==> src/rtl/data_memory_sequencer.sv <==
// data_memory_sequencer
// Initiator side of the data-memory address/data interface. It turns one CPU
// load/store burst request (1..16 beats) into the sequence of cycles the memory
// manager expects: load the address register, then either a write-enable pulse
// or a read-enable window. The address increments automatically between beats.
// IO port addresses are treated like any other address.
//
// Ports:
//   clk, in_reset            clock (rising edge), synchronous active-high reset
//   in_req/in_we/in_addr/in_len  burst request, sampled only while idle
//   in_wdata/in_wdata_valid  store data stream; out_wdata_ready accepts a beat
//   out_rdata/out_rdata_valid    load data stream (one-cycle valid pulse per beat)
//   out_busy/out_done/out_wrapped  burst status
//   out_mem_*                address/enables/store data to the memory manager
//   in_mem_data              read data from the memory manager
module data_memory_sequencer #(
  parameter int unsigned READ_WAIT = 0
) (
  input  logic       clk,
  input  logic       in_reset,
  input  logic       in_req,
  input  logic       in_we,
  input  logic [9:0] in_addr,
  input  logic [3:0] in_len,
  input  logic [7:0] in_wdata,
  input  logic       in_wdata_valid,
  output logic       out_wdata_ready,
  output logic [7:0] out_rdata,
  output logic       out_rdata_valid,
  output logic       out_busy,
  output logic       out_done,
  output logic       out_wrapped,
  output logic [9:0] out_mem_addr,
  output logic       out_mem_addr_write_en,
  output logic       out_mem_read_en,
  output logic       out_mem_write_en,
  output logic [7:0] out_mem_data,
  input  logic [7:0] in_mem_data
);

  typedef enum logic [2:0] {
    S_IDLE       = 3'd0,
    S_LOAD_ADDR  = 3'd1,
    S_WAIT_WDATA = 3'd2,
    S_WRITE      = 3'd3,
    S_READ       = 3'd4,
    S_DONE       = 3'd5
  } state_t;

  // Index of the last read-enable cycle of a beat.
  localparam logic [1:0] READ_LAST = 2'(READ_WAIT);

  state_t     state_r;
  state_t     state_s;
  logic       we_r;
  logic [9:0] cur_addr_r;
  logic [3:0] beats_left_r;
  logic [1:0] wait_cnt_r;
  logic [7:0] mem_data_r;
  logic [7:0] rdata_r;
  logic       rdata_valid_r;
  logic       wrapped_r;
  logic       read_last_s;
  logic       beat_end_s;

  assign read_last_s = (wait_cnt_r == READ_LAST);
  // A beat finishes on the single WRITE cycle or the last READ cycle.
  assign beat_end_s  = (state_r == S_WRITE) || ((state_r == S_READ) && read_last_s);

  // State register.
  always_ff @(posedge clk) begin
    if (in_reset) begin
      state_r <= S_IDLE;
    end else begin
      state_r <= state_s;
    end
  end

  // Next-state decode.
  always_comb begin
    state_s = state_r;
    case (state_r)
      S_IDLE: begin
        if (in_req) begin
          state_s = S_LOAD_ADDR;
        end else begin
          state_s = S_IDLE;
        end
      end
      S_LOAD_ADDR: begin
        if (we_r) begin
          state_s = S_WAIT_WDATA;
        end else begin
          state_s = S_READ;
        end
      end
      S_WAIT_WDATA: begin
        if (in_wdata_valid) begin
          state_s = S_WRITE;
        end else begin
          state_s = S_WAIT_WDATA;
        end
      end
      S_WRITE, S_READ: begin
        if (!beat_end_s) begin
          state_s = state_r;
        end else if (beats_left_r == 4'd0) begin
          state_s = S_DONE;
        end else begin
          state_s = S_LOAD_ADDR;
        end
      end
      S_DONE:  state_s = S_IDLE;
      default: state_s = S_IDLE;
    endcase
  end

  // Burst datapath: captured request, address/beat counters, data latches.
  always_ff @(posedge clk) begin
    if (in_reset) begin
      we_r          <= 1'b0;
      cur_addr_r    <= 10'd0;
      beats_left_r  <= 4'd0;
      wait_cnt_r    <= 2'd0;
      mem_data_r    <= 8'd0;
      rdata_r       <= 8'd0;
      rdata_valid_r <= 1'b0;
      wrapped_r     <= 1'b0;
    end else begin
      rdata_valid_r <= 1'b0;
      case (state_r)
        S_IDLE: begin
          if (in_req) begin
            we_r         <= in_we;
            cur_addr_r   <= in_addr;
            beats_left_r <= in_len;
            wrapped_r    <= 1'b0;
          end
        end
        S_WAIT_WDATA: begin
          if (in_wdata_valid) begin
            mem_data_r <= in_wdata;
          end
        end
        S_READ: begin
          if (read_last_s) begin
            rdata_r       <= in_mem_data;
            rdata_valid_r <= 1'b1;
            wait_cnt_r    <= 2'd0;
          end else begin
            wait_cnt_r <= wait_cnt_r + 2'd1;
          end
        end
        default: begin
        end
      endcase
      // Step to the next beat; the 10-bit add wraps 0x3FF -> 0x000 naturally.
      if (beat_end_s && (beats_left_r != 4'd0)) begin
        beats_left_r <= beats_left_r - 4'd1;
        cur_addr_r   <= cur_addr_r + 10'd1;
        if (cur_addr_r == 10'h3FF) begin
          wrapped_r <= 1'b1;
        end
      end
    end
  end

  // Strobes decoded from the registered state only, so the three memory
  // enables are exclusive by construction.
  always_comb begin
    out_busy              = (state_r != S_IDLE);
    out_done              = (state_r == S_DONE);
    out_wdata_ready       = (state_r == S_WAIT_WDATA);
    out_mem_addr_write_en = (state_r == S_LOAD_ADDR);
    out_mem_read_en       = (state_r == S_READ);
    out_mem_write_en      = (state_r == S_WRITE);
  end

  assign out_mem_addr    = cur_addr_r;
  assign out_mem_data    = mem_data_r;
  assign out_rdata       = rdata_r;
  assign out_rdata_valid = rdata_valid_r;
  assign out_wrapped     = wrapped_r;

endmodule

==> config.mk <==
export PLATFORM = sky130hd
export DESIGN_NAME = data_memory_sequencer
export DESIGN_NICKNAME = d
export VERILOG_FILES = /design/src/rtl/data_memory_sequencer.sv
export SDC_FILE = /design/constraint.sdc
export NUM_CORES = 1
export LEC_CHECK = 0
export ABC_AREA = 1
export CAP_MARGIN = 0
export CORE_UTILIZATION = 41
export CTS_CLUSTER_SIZE = 12
export DETAILED_ROUTE_END_ITERATION = 16
export PLACE_DENSITY = 0.82
export SLEW_MARGIN = 20
export SYNTH_ARGS = -nofsm -noshare
export SYNTH_HDL_FRONTEND = slang
export SYNTH_SLANG_ARGS = --single-unit
==> constraint.sdc <==
create_clock -name clk -period 1.6 [get_ports clk]
set_clock_uncertainty 0.2 [all_clocks]
set_input_delay 0.24 -clock clk [delete_from_list [all_inputs] [get_ports clk]]
set_output_delay 0.24 -clock clk [all_outputs]
set_load 0.1 [all_outputs]
==> flow_summary_export.csv, run 1 <==
group,metric,value,unit
timing,setup_slack,-233,ps
routing,routed_wl,9400,um
synthesis,ys_ff_latch,38,
clocking,cts_tree,"yes",
synthesis,synthTopCellsByArea,"dfxtp_1 (38%), nand2_1 (14%), a21oi_1 (5.7%)",
synthesis,post_synth.cell_area_avg,7.42,um^2
worst_setup_path,path_class,"flip-flop to flip-flop",
grt,grt_pass1_wl,11300,um
synthesis,synth_area,2020,um^2
grt,grt_max_degree,18,
timing,period_share,115,%
floorplanning,die_area,5210,um^2
timing,holdWs,301,ps
floorplanning,core_region_area,4720,um^2
clocking,clk_path_buf_depth,2,
grt,grt_pass1_vias,2319,
cells_and_area,regArea,800,um^2
place,place_hpwl,4300,um
timing,drv_slew,0,
grt,met2_usage,51.2,%
routing,drc_errors,3,
clocking,h-tree-depth,2,
floorplanning,dieHeight,72.2,um
routing,drt_iter0_drc,318,
routing,antenna_left,0,
worst_setup_path,cp_data_arrival_time,1830,ps
run_status,outcome,"finished, violations left",
floorplanning,row_count,25,
clocking,clkLatencyLatePin,310,ps
flow_run,maxCapViolations,0,
grt,busiest_layer,"met2",
cells_and_area,layout-drive-gt1-share,49.5,%
floorplanning,start_util,42.7,%
synthesis,yosysUniqueCellTypes,34,
synthesis,ys_warn_count,0,
place,io_buffers,68,
synthesis,syn_inst,272,
min_path,hold_class,"flip-flop to flip-flop",
routing,vias_per_cell,5.86,
timing,setup_viol,32,
clocking,cts.reportedPaths.clkPinSlew,80,ps
synthesis,ys_seq_area_share,37.7,%
routing,num_vias,2619,
routing,firstDrtPassIters,13,
timing,finalHoldViolCount,0,
timing,period_minus_slack,1830,ps
timing,grt_setup_unrepaired,"yes",
worst_setup_path,crit_fanout,6,
clocking,root_buffer,"clkbuf_8",
cells_and_area,fillCellCount,194,
floorplanning,fp.dieW,72.2,um
run_status,violations,"design-rule violations, negative setup slack",
grt,met1_usage,31.5,%
pwr,p_leak,1.64,nW
cells_and_area,insertedDiodeCount,0,
cells_and_area,final_util,86.0,%
timing,max_slew_margin,73.7,%
worst_setup_path,startpoint_type,"flip-flop",
place,place_congestion,0.845,
timing,max_freq,546,MHz
floorplanning,io_pins,69,
pwr,p_per_area,1090,nW/um^2
worst_setup_path,cp-end-kind,"flip-flop",
grt,gr-total-overflow,0,
cells_and_area,multiInputGateArea,1420,um^2
routing,avgRoutedWirePerCell,21.0,um
pwr,irDropWorstVdd,0.824,mV
grt,grtUsageMet3,7.36,%
clocking,cts_buffers,5,
timing,tightest_slew,395,ps
grt,grt_use_total,28.9,%
worst_setup_path,cp.required,1590,ps
grt,grt_antenna_before_repair,0,
cells_and_area,nNetsFinal,418,
synthesis,synth_top_area_cell,"dfxtp_1",
synthesis,synth_nets,311,
synthesis,synth.top_cell.area_share,37.7,%
clocking,hold_buffers,0,
cells_and_area,syn2layout_area_growth,101,%
clocking,cts.sinks,38,
[Yosys cell counts, drive strengths merged]
master	n
nand2	77
dfxtp	38
nand3	33
a21oi	31
inv	28
nor2	17
o21ai	17
buf	7
nor3	5
clkbuf	4
ha	4
xor2	4
nand4	2
a22oi	1
a31oi	1
clkinv	1
o21bai	1
or2	1
[stage by stage]
step	cells	worst slack [ps]	power, mW	instance area (um^2)	TNS, ps
floorplan	272	-420	2.31	2110	-4640
global placement	420	-49.0	2.98	3350	-461
detailed placement	420	-99.1	3.03	3350	-994
CTS	435	-124	4.02	3620	-542
global route	447	-251	4.54	4060	-5180
finish	447	-233	4.42	4060	-4370
[power breakdown]
part	switching (mW)	internal (mW)	total, mW
Sequential	0.168	1.06	1.23
Combinational	1.40	0.920	2.32
Clock	0.379	0.492	0.871
Total	1.95	2.47	4.42
[cell type report]
type / instances / area share (%)
clock buffers: 7 / 2.93
clock inverters: 1 / 0.0925
inverters: 29 / 3.57
multi-input cells: 196 / 34.9
flip-flops and latches: 38 / 19.7
well taps: 67 / 2.06
repair buffers: 107 / 36.2
repair inverters: 2 / 0.493
[cell families (layout without fill, tap and decap cells)]
family | count (synthesis) | in the layout | synth area share [%]
and+or+nand+nor | 135 | 137 | 33.0
AOI/OAI and AO/OA | 51 | 51 | 15.1
buffers and inverters | 40 | 146 | 9.92
DFF | 38 | 38 | 37.7
adders and majority gates | 4 | 4 | 2.48
xor gates and xnor gates | 4 | 4 | 1.74
[registers in the layout, summed over array words and instances (netlist names), 2 cells and up]
| register | count |
|---|---|
| out_rdata | 8 |
| wait_cnt_r | 2 |
| out_mem_addr | 10 |
| state_r | 3 |
| beats_left_r | 4 |
| out_mem_data | 8 |
[routing by layer]
layer | wire length, um | share of wire, %
met1 | 3360 | 36
met2 | 4720 | 50
met3 | 676 | 7.2
met5 | 0 | 0
met4 | 637 | 6.8
[what timing repair did]
| item | in CTS | in global routing |
|---|---|---|
| gates resized for setup | 24 | 77 |
| buffers inserted | 7 | 5 |
| pin swaps | 7 | 24 |
| setup endpoints to repair | 12 | 31 |
| gates cloned | 0 | 7 |
[placed cells by master, fill, tap and decap left out, drive strengths merged, types with 2 or more instances in the layout]
| master | netlist | routed |
|---|---|---|
| nand2 | 77 | 79 |
| buf | 7 | 70 |
| dfxtp | 38 | 38 |
| clkdlybuf4s50 | 0 | 34 |
| nand3 | 33 | 33 |
| a21oi | 31 | 31 |
| inv | 28 | 28 |
| nor2 | 17 | 17 |
| o21ai | 17 | 17 |
| clkbuf | 4 | 10 |
| nor3 | 5 | 5 |
| xor2 | 4 | 4 |
| ha | 4 | 4 |
| clkinv | 1 | 3 |
| nand4 | 2 | 2 |
[critical path, stage by stage (launching register included)]
cell	delay [ps]
dfxtp_4	390
nor2_4	200
nand3_4	170
buf_6	160
a21oi_4	290
nand2_1	150
nand2_1	100
a21oi_2	50
[worst paths after layout]
path | startpoint | end | slack [ps] | cells past startpoint
worst max-delay path | state_r[1]$_SDFFE_PP0P_ | out_mem_addr[9]$_SDFFE_PP0P_ | -230 | 7
worst min register to register | we_r$_SDFFE_PP0P_ | we_r$_SDFFE_PP0P_ | 300 | 2
worst min-delay path | we_r$_SDFFE_PP0P_ | we_r$_SDFFE_PP0P_ | 300 | 2
worst max register to register | state_r[1]$_SDFFE_PP0P_ | out_mem_addr[9]$_SDFFE_PP0P_ | -230 | 7
Power figures use the tool's default switching activity.
==> inputs of run 2 (changes only) <==
CORE_UTILIZATION = 42   (was 41)
DONT_BUFFER_PORTS = 1   (was not set)
PLACE_DENSITY = 0.65   (was 0.82)
==> run 2 against run 1 <==
  * The run still ends with design-rule violations, negative setup slack left
  * Die area down 2.3%
  * Sequential cell count stayed put
  * Largest power group unchanged
  * Worst hold slack lost 300 ps
  * Critical path depth is 3 lower
  * Combinational power decreased by 15%
  * Register-to-register slack better by 100 ps
  * Design area down 17%
  * Critical endpoint is now out_wdata_ready
  * Critical path type is now flip-flop to output port
  * Sequential share of layout area grew 4.0 points
==> flow_summary_export.csv, run 2 (same netlist as run 1, synthesis figures left out) <==
group,metric,value,unit
routing,drt_iter0_drc,184,
timing,finalHoldViolCount,0,
worst_setup_path,cp_slowest_stage_delay,390,ps
cells_and_area,insertedDiodeCount,0,
routing,antenna_left,0,
min_path,hp-start,"in_addr[3]",
timing,max_freq,571,MHz
worst_setup_path,crit_buf_inv,3,
routing,avgRoutedWirePerCell,16.6,um
worst_setup_path,path_class,"flip-flop to output port",
routing,vias_per_cell,5.48,
worst_setup_path,cp.required,1160,ps
timing,drv_slew,0,
grt,gr-total-overflow,0,
worst_setup_path,cp_data_arrival_time,1310,ps
timing,setup_tns,-1390,ps
run_status,violations,"design-rule violations, negative setup slack",
cells_and_area,syn2layout_area_growth,67.5,%
clocking,clk_path_buf_depth,2,
routing,firstDrtPassIters,12,
clocking,clkLatencyLatePin,300,ps
routing,num_vias,2303,
pwr,p_switching,1.77,mW
min_path,hold_depth,4,
cells_and_area,nNetsFinal,406,
place,place_congestion,0.797,
timing,setup_slack,-150,ps
worst_setup_path,startpoint_type,"flip-flop",
pwr,total_power,4.17,mW
floorplanning,dieHeight,71.3,um
floorplanning,fp.dieW,71.3,um
worst_setup_path,r2r_slack,-130,ps
grt,grt_use_total,22.8,%
worst_setup_path,crit_fanout,3,
clocking,cts.reportedPaths.clkPinSlew,80,ps
grt,grt_max_degree,32,
routing,routed_wl,6990,um
worst_setup_path,slowest_stage,"dfxtp_4",
floorplanning,core_region_area,4470,um^2
grt,grt_pass1_vias,1958,
clocking,cts_tree,"yes",
cells_and_area,layout_common_cells,"nand2_1 (61), buf_4 (49), dlygate4sd3_1 (27)",
worst_setup_path,reg2reg_to,"out_mem_addr[8]$_SDFFE_PP0P_",
worst_setup_path,crit_family,"flip-flops",
clocking,h-tree-depth,2,
pwr,p_clk_share,24.2,%
flow_run,maxCapViolations,0,
place,io_buffers,0,
min_path,hold_end,"out_mem_addr[3]$_SDFFE_PP0P_",
worst_setup_path,worstPathCellList,"buf_6 -> inv_4 -> nor3_4 -> buf_12",
pwr,p_leak,1.44,nW
worst_setup_path,cp-end-kind,"output port",
cells_and_area,largest_reg_flops,10,
pwr,swShare,42.4,%
place,dp_slack,-43.5,ps
grt,grt_pass1_wl,8990,um
cells_and_area,mostFrequentLayoutCell,"nand2_1",
min_path,hold_class,"input pin to flip-flop",
timing,max_slew_margin,80.5,%
cells_and_area,final_util,75.5,%
routing,drc_errors,4,
cells_and_area,layout-drive-gt1-share,43.2,%
place,place_hpwl,3460,um
floorplanning,start_util,45.1,%
grt,grt_antenna_before_repair,0,
run_status,outcome,"finished, violations left",
pwr,p_per_area,1230,nW/um^2
pwr,combPwrFrac,47.5,%
pwr,p_int,2.40,mW
timing,period_share,109,%
worst_setup_path,ff2ff_path_depth,10,
worst_setup_path,r2r_start,"wait_cnt_r[1]$_SDFFE_PP0P_",
timing,period_minus_slack,1750,ps
clocking,cts.sinks,38,
floorplanning,io_pins,69,
floorplanning,die_area,5090,um^2
timing,setup_viol,20,
timing,tightest_slew,292,ps
pwr,pwr-share-seq,28.3,%
clocking,cts_buffers,5,
timing,grt_setup_unrepaired,"yes",
pwr,irDropWorstVdd,0.601,mV
worst_setup_path,crit_start,"state_r[1]$_SDFFE_PP0P_",
clocking,root_buffer,"clkbuf_8",
floorplanning,row_count,24,
## run 2: worst register-to-register path, stage by stage (launching register included)
cell	delay, ps
dfxtp_1	410
inv_2	80
ha_4	170
nand3_4	110
nand2_4	80
nand2_4	120
buf_4	190
nand3_1	80
nand3_1	100
nand2_1	80
inv_1	60
## run 2: how the worst max path moves through the flow
stage | cells past startpoint | to | slack, ps
CTS | 4 | out_wdata_ready | -150
global placement | 9 | out_mem_addr[8]$_SDFFE_PP0P_ | -10
global route | 4 | out_wdata_ready | -210
floorplan | 6 | out_mem_data[1]$_SDFFE_PP0P_ | -420
finish | 4 | out_wdata_ready | -150
detailed placement | 9 | out_mem_addr[8]$_SDFFE_PP0P_ | -40
## run 2: layer usage
metal | share of wire, % | track usage (%)
met2 | 52 | 43.1
met5 | 0 | 0
met3 | 6.9 | 5.49
met4 | 3.4 | 6.67
met1 | 38 | 25.2
## run 2: area by class of cell
class                   count  area, um^2
well taps                  52        65.1
multi-input cells         194        1230
clock buffers               5        68.8
repair inverters            1        11.3
inverters                  29         143
flip-flops and latches     38         801
clock inverters             3        68.8
repair buffers             98         991
fillers                   286        1090
## run 2: repair_timing
item                       CTS  global route
hold endpoints to repair    34             3
hold buffers                25             3
cloned                       0             2
gates resized for setup     18            51
pin swaps                    6            15
setup endpoints to repair   17            23
setup buffers                6            14
## run 2: metrics by stage
stage	instances	hold WS (ps)	cell area [um^2]
after global routing	420	7.85	3380
after CTS	402	7.80	3060
after floorplan	272	183	2110
after global placement	363	98.1	2550
final	420	0.177	3380
after detailed placement	363	99.5	2550
## run 2: power groups by stage
| stage | clock (mW) | sequential, mW | combinational [mW] |
|---|---|---|---|
| 5_1_grt | 1.06 | 1.19 | 2.08 |
| 3_5_place_dp | 0 | 1.19 | 1.49 |
| 4_1_cts | 1.00 | 1.17 | 1.66 |
| 2_1_floorplan | 0 | 1.61 | 0.704 |
| 6_report | 1.01 | 1.18 | 1.98 |
| 3_3_place_gp | 0 | 1.18 | 1.47 |
==> inputs of run 3 (changes only) <==
--- a/config.mk
+++ b/config.mk
@@ -7,10 +7,11 @@
 export LEC_CHECK = 0
 export ABC_AREA = 1
+export ABC_CLOCK_PERIOD_IN_PS = 1600
 export CAP_MARGIN = 0
-export CORE_UTILIZATION = 42
+export CORE_UTILIZATION = 55
 export CTS_CLUSTER_SIZE = 12
 export DETAILED_ROUTE_END_ITERATION = 16
 export DONT_BUFFER_PORTS = 1
-export PLACE_DENSITY = 0.65
+export PLACE_DENSITY = 0.79
 export SLEW_MARGIN = 20
 export SYNTH_ARGS = -nofsm -noshare
--- a/constraint.sdc
+++ b/constraint.sdc
@@ -3,3 +3,3 @@
 set_input_delay 0.24 -clock clk [delete_from_list [all_inputs] [get_ports clk]]
 set_output_delay 0.24 -clock clk [all_outputs]
-set_load 0.1 [all_outputs]
+set_load 0.02 [all_outputs]
==> run 3 against run 2 <==
  * The flow finishes with violations (negative setup slack)
  * Worst setup slack worse by 55 ps
  * Clock-buffer cell count stayed put
  * Sequential share of layout area is 2.0 points higher
  * Global-route usage is 10 points higher
  * Die area is 23% lower
  * First-iteration DRC count is 53% higher
  * Worst hold slack better by 82 ps
  * Sequential power hardly changed
  * Final cell count is 6.4% lower
  * Critical path depth is 4 higher
==> flow_summary_export.csv, run 3 (same netlist as run 1, synthesis figures left out) <==
group,metric,value,unit
clocking,cts_buffers,5,
floorplanning,row_count,21,
timing,period_share,113,%
place,place_congestion,0.835,
floorplanning,start_util,59.1,%
timing,holdWs,82.4,ps
clocking,cts.sinks,38,
timing,finalHoldViolCount,0,
run_status,outcome,"finished, violations left",
grt,met2_usage,57.6,%
timing,setup_viol,22,
grt,grt_pass1_wl,10100,um
worst_setup_path,cp-end-kind,"flip-flop",
timing,tightest_slew,341,ps
run_status,violations,"negative setup slack",
floorplanning,core_region_area,3420,um^2
grt,met1_usage,38.1,%
clocking,clkLatencyLatePin,380,ps
clocking,clk_path_buf_depth,2,
grt,grt_max_degree,32,
routing,drt_iter0_drc,282,
routing,avgRoutedWirePerCell,21.0,um
grt,grt_use_total,33.3,%
pwr,irDropWorstVdd,1.20,mV
timing,period_minus_slack,1800,ps
routing,firstDrtPassIters,5,
clocking,root_buffer,"clkbuf_4",
min_path,hold_depth,4,
grt,grtUsageMet3,7.85,%
grt,grt_pass1_vias,2103,
pwr,total_power,3.39,mW
cells_and_area,syn2layout_area_growth,49.6,%
floorplanning,fp.dieW,62.6,um
worst_setup_path,cp.required,1680,ps
flow_run,maxCapViolations,0,
timing,grt_setup_unrepaired,"yes",
cells_and_area,layout_common_cells,"nand2_1 (72), dfxtp_1 (33), dlygate4sd3_1 (33)",
timing,max_freq,554,MHz
clocking,h-tree-depth,2,
cells_and_area,insertedDiodeCount,0,
place,place_hpwl,3160,um
timing,setup_tns,-1620,ps
worst_setup_path,path_class,"flip-flop to flip-flop",
timing,max_slew_margin,77.2,%
routing,drc_errors,0,
pwr,p_leak,1.22,nW
floorplanning,dieHeight,62.6,um
routing,vias_per_cell,6.32,
worst_setup_path,ff2ff_path_depth,8,
min_path,hold_class,"input pin to flip-flop",
timing,drv_slew,0,
worst_setup_path,cp_slowest_stage_delay,390,ps
cells_and_area,mostFrequentLayoutCell,"nand2_1",
worst_setup_path,crit_fanout,9,
clocking,cts.reportedPaths.clkPinSlew,150,ps
cells_and_area,layout-drive-gt1-share,31.4,%
routing,num_vias,2484,
cells_and_area,largest_reg_flops,10,
routing,antenna_left,0,
floorplanning,io_pins,69,
pwr,p_per_area,1120,nW/um^2
place,dp_slack,-68.1,ps
worst_setup_path,slowest_stage,"dfxtp_4",
worst_setup_path,cp_data_arrival_time,1880,ps
grt,busiest_layer,"met2",
grt,gr-total-overflow,0,
floorplanning,die_area,3920,um^2
place,io_buffers,0,
cells_and_area,nNetsFinal,385,
clocking,cts_tree,"yes",
grt,grt_antenna_before_repair,0,
worst_setup_path,startpoint_type,"flip-flop",
timing,setup_slack,-205,ps
routing,routed_wl,8240,um
worst_setup_path,worstPathCellList,"nor2_4 -> buf_4 -> nand3_4 -> buf_4 -> nand3_1 -> nand3_1 -> nand2_1 -> inv_1",
==> run 3: changes by cell type in the layout (fill, tap and decap cells not counted), sizes merged <==
cell / delta
clkbuf: -1
buf: -28
dlygate4sd3: +6
nand2: +1
inv: +1
==> run 3: report_power, final <==
group / switching [mW] / internal [mW]
Clock: 0.377 / 0.489
Combinational: 0.807 / 0.540
Sequential: 0.132 / 1.05
Total: 1.32 / 2.08
==> run 3: worst paths after layout <==
path	start	end	slack (ps)
worst max-delay path	state_r[1]$_SDFFE_PP0P_	out_mem_addr[8]$_SDFFE_PP0P_	-200
worst min-delay path	in_req	state_r[0]$_SDFFE_PP0P_	80
worst max register to register	state_r[1]$_SDFFE_PP0P_	out_mem_addr[8]$_SDFFE_PP0P_	-200
worst min register to register	beats_left_r[3]$_SDFFE_PP0P_	beats_left_r[3]$_SDFFE_PP0P_	320
==> run 3: area by class of cell <==
type	count	area, um^2
well taps	46	57.6
flip-flops and latches	38	774
multi-input cells	195	1210
repair buffers	75	713
clock inverters	3	68.8
fillers	158	397
repair inverters	2	13.8
inverters	29	141
clock buffers	5	37.5
==> run 3: repair_timing <==
item	in CTS	in global routing
hold buffers	34	0
resized for setup	29	31
cloned	1	2
buffers inserted	5	6
pin swaps	6	11
endpoints found under the setup margin	15	27
endpoints found under the hold margin	38	0
==> run 3: through the flow <==
| stage | util [%] | cell area, um^2 | cells |
|---|---|---|---|
| 2_1_floorplan | - | 2030 | 272 |
| 3_3_place_gp | 65.2 | 2230 | 337 |
| 3_5_place_dp | 65.2 | 2230 | 337 |
| 4_1_cts | 82.8 | 2830 | 385 |
| 5_1_grt | 88.4 | 3020 | 393 |
| 6_report | 88.4 | 3020 | 393 |
==> run 3: routing by layer <==
| layer | routed length (um) | up-vias |
|---|---|---|
| met2 | 3780 | 250 |
| met4 | 682 | 0 |
| met1 | 2930 | 1114 |
| li1 | - | 1038 |
| met3 | 848 | 82 |
| met5 | 0 | - |
==> run 3: critical path, delay by kind of cell, from the launching register on <==
family,cells,cell delay (ps)
and+or+nand+nor,5,700
DFF,1,390
buffers and inverters,3,440
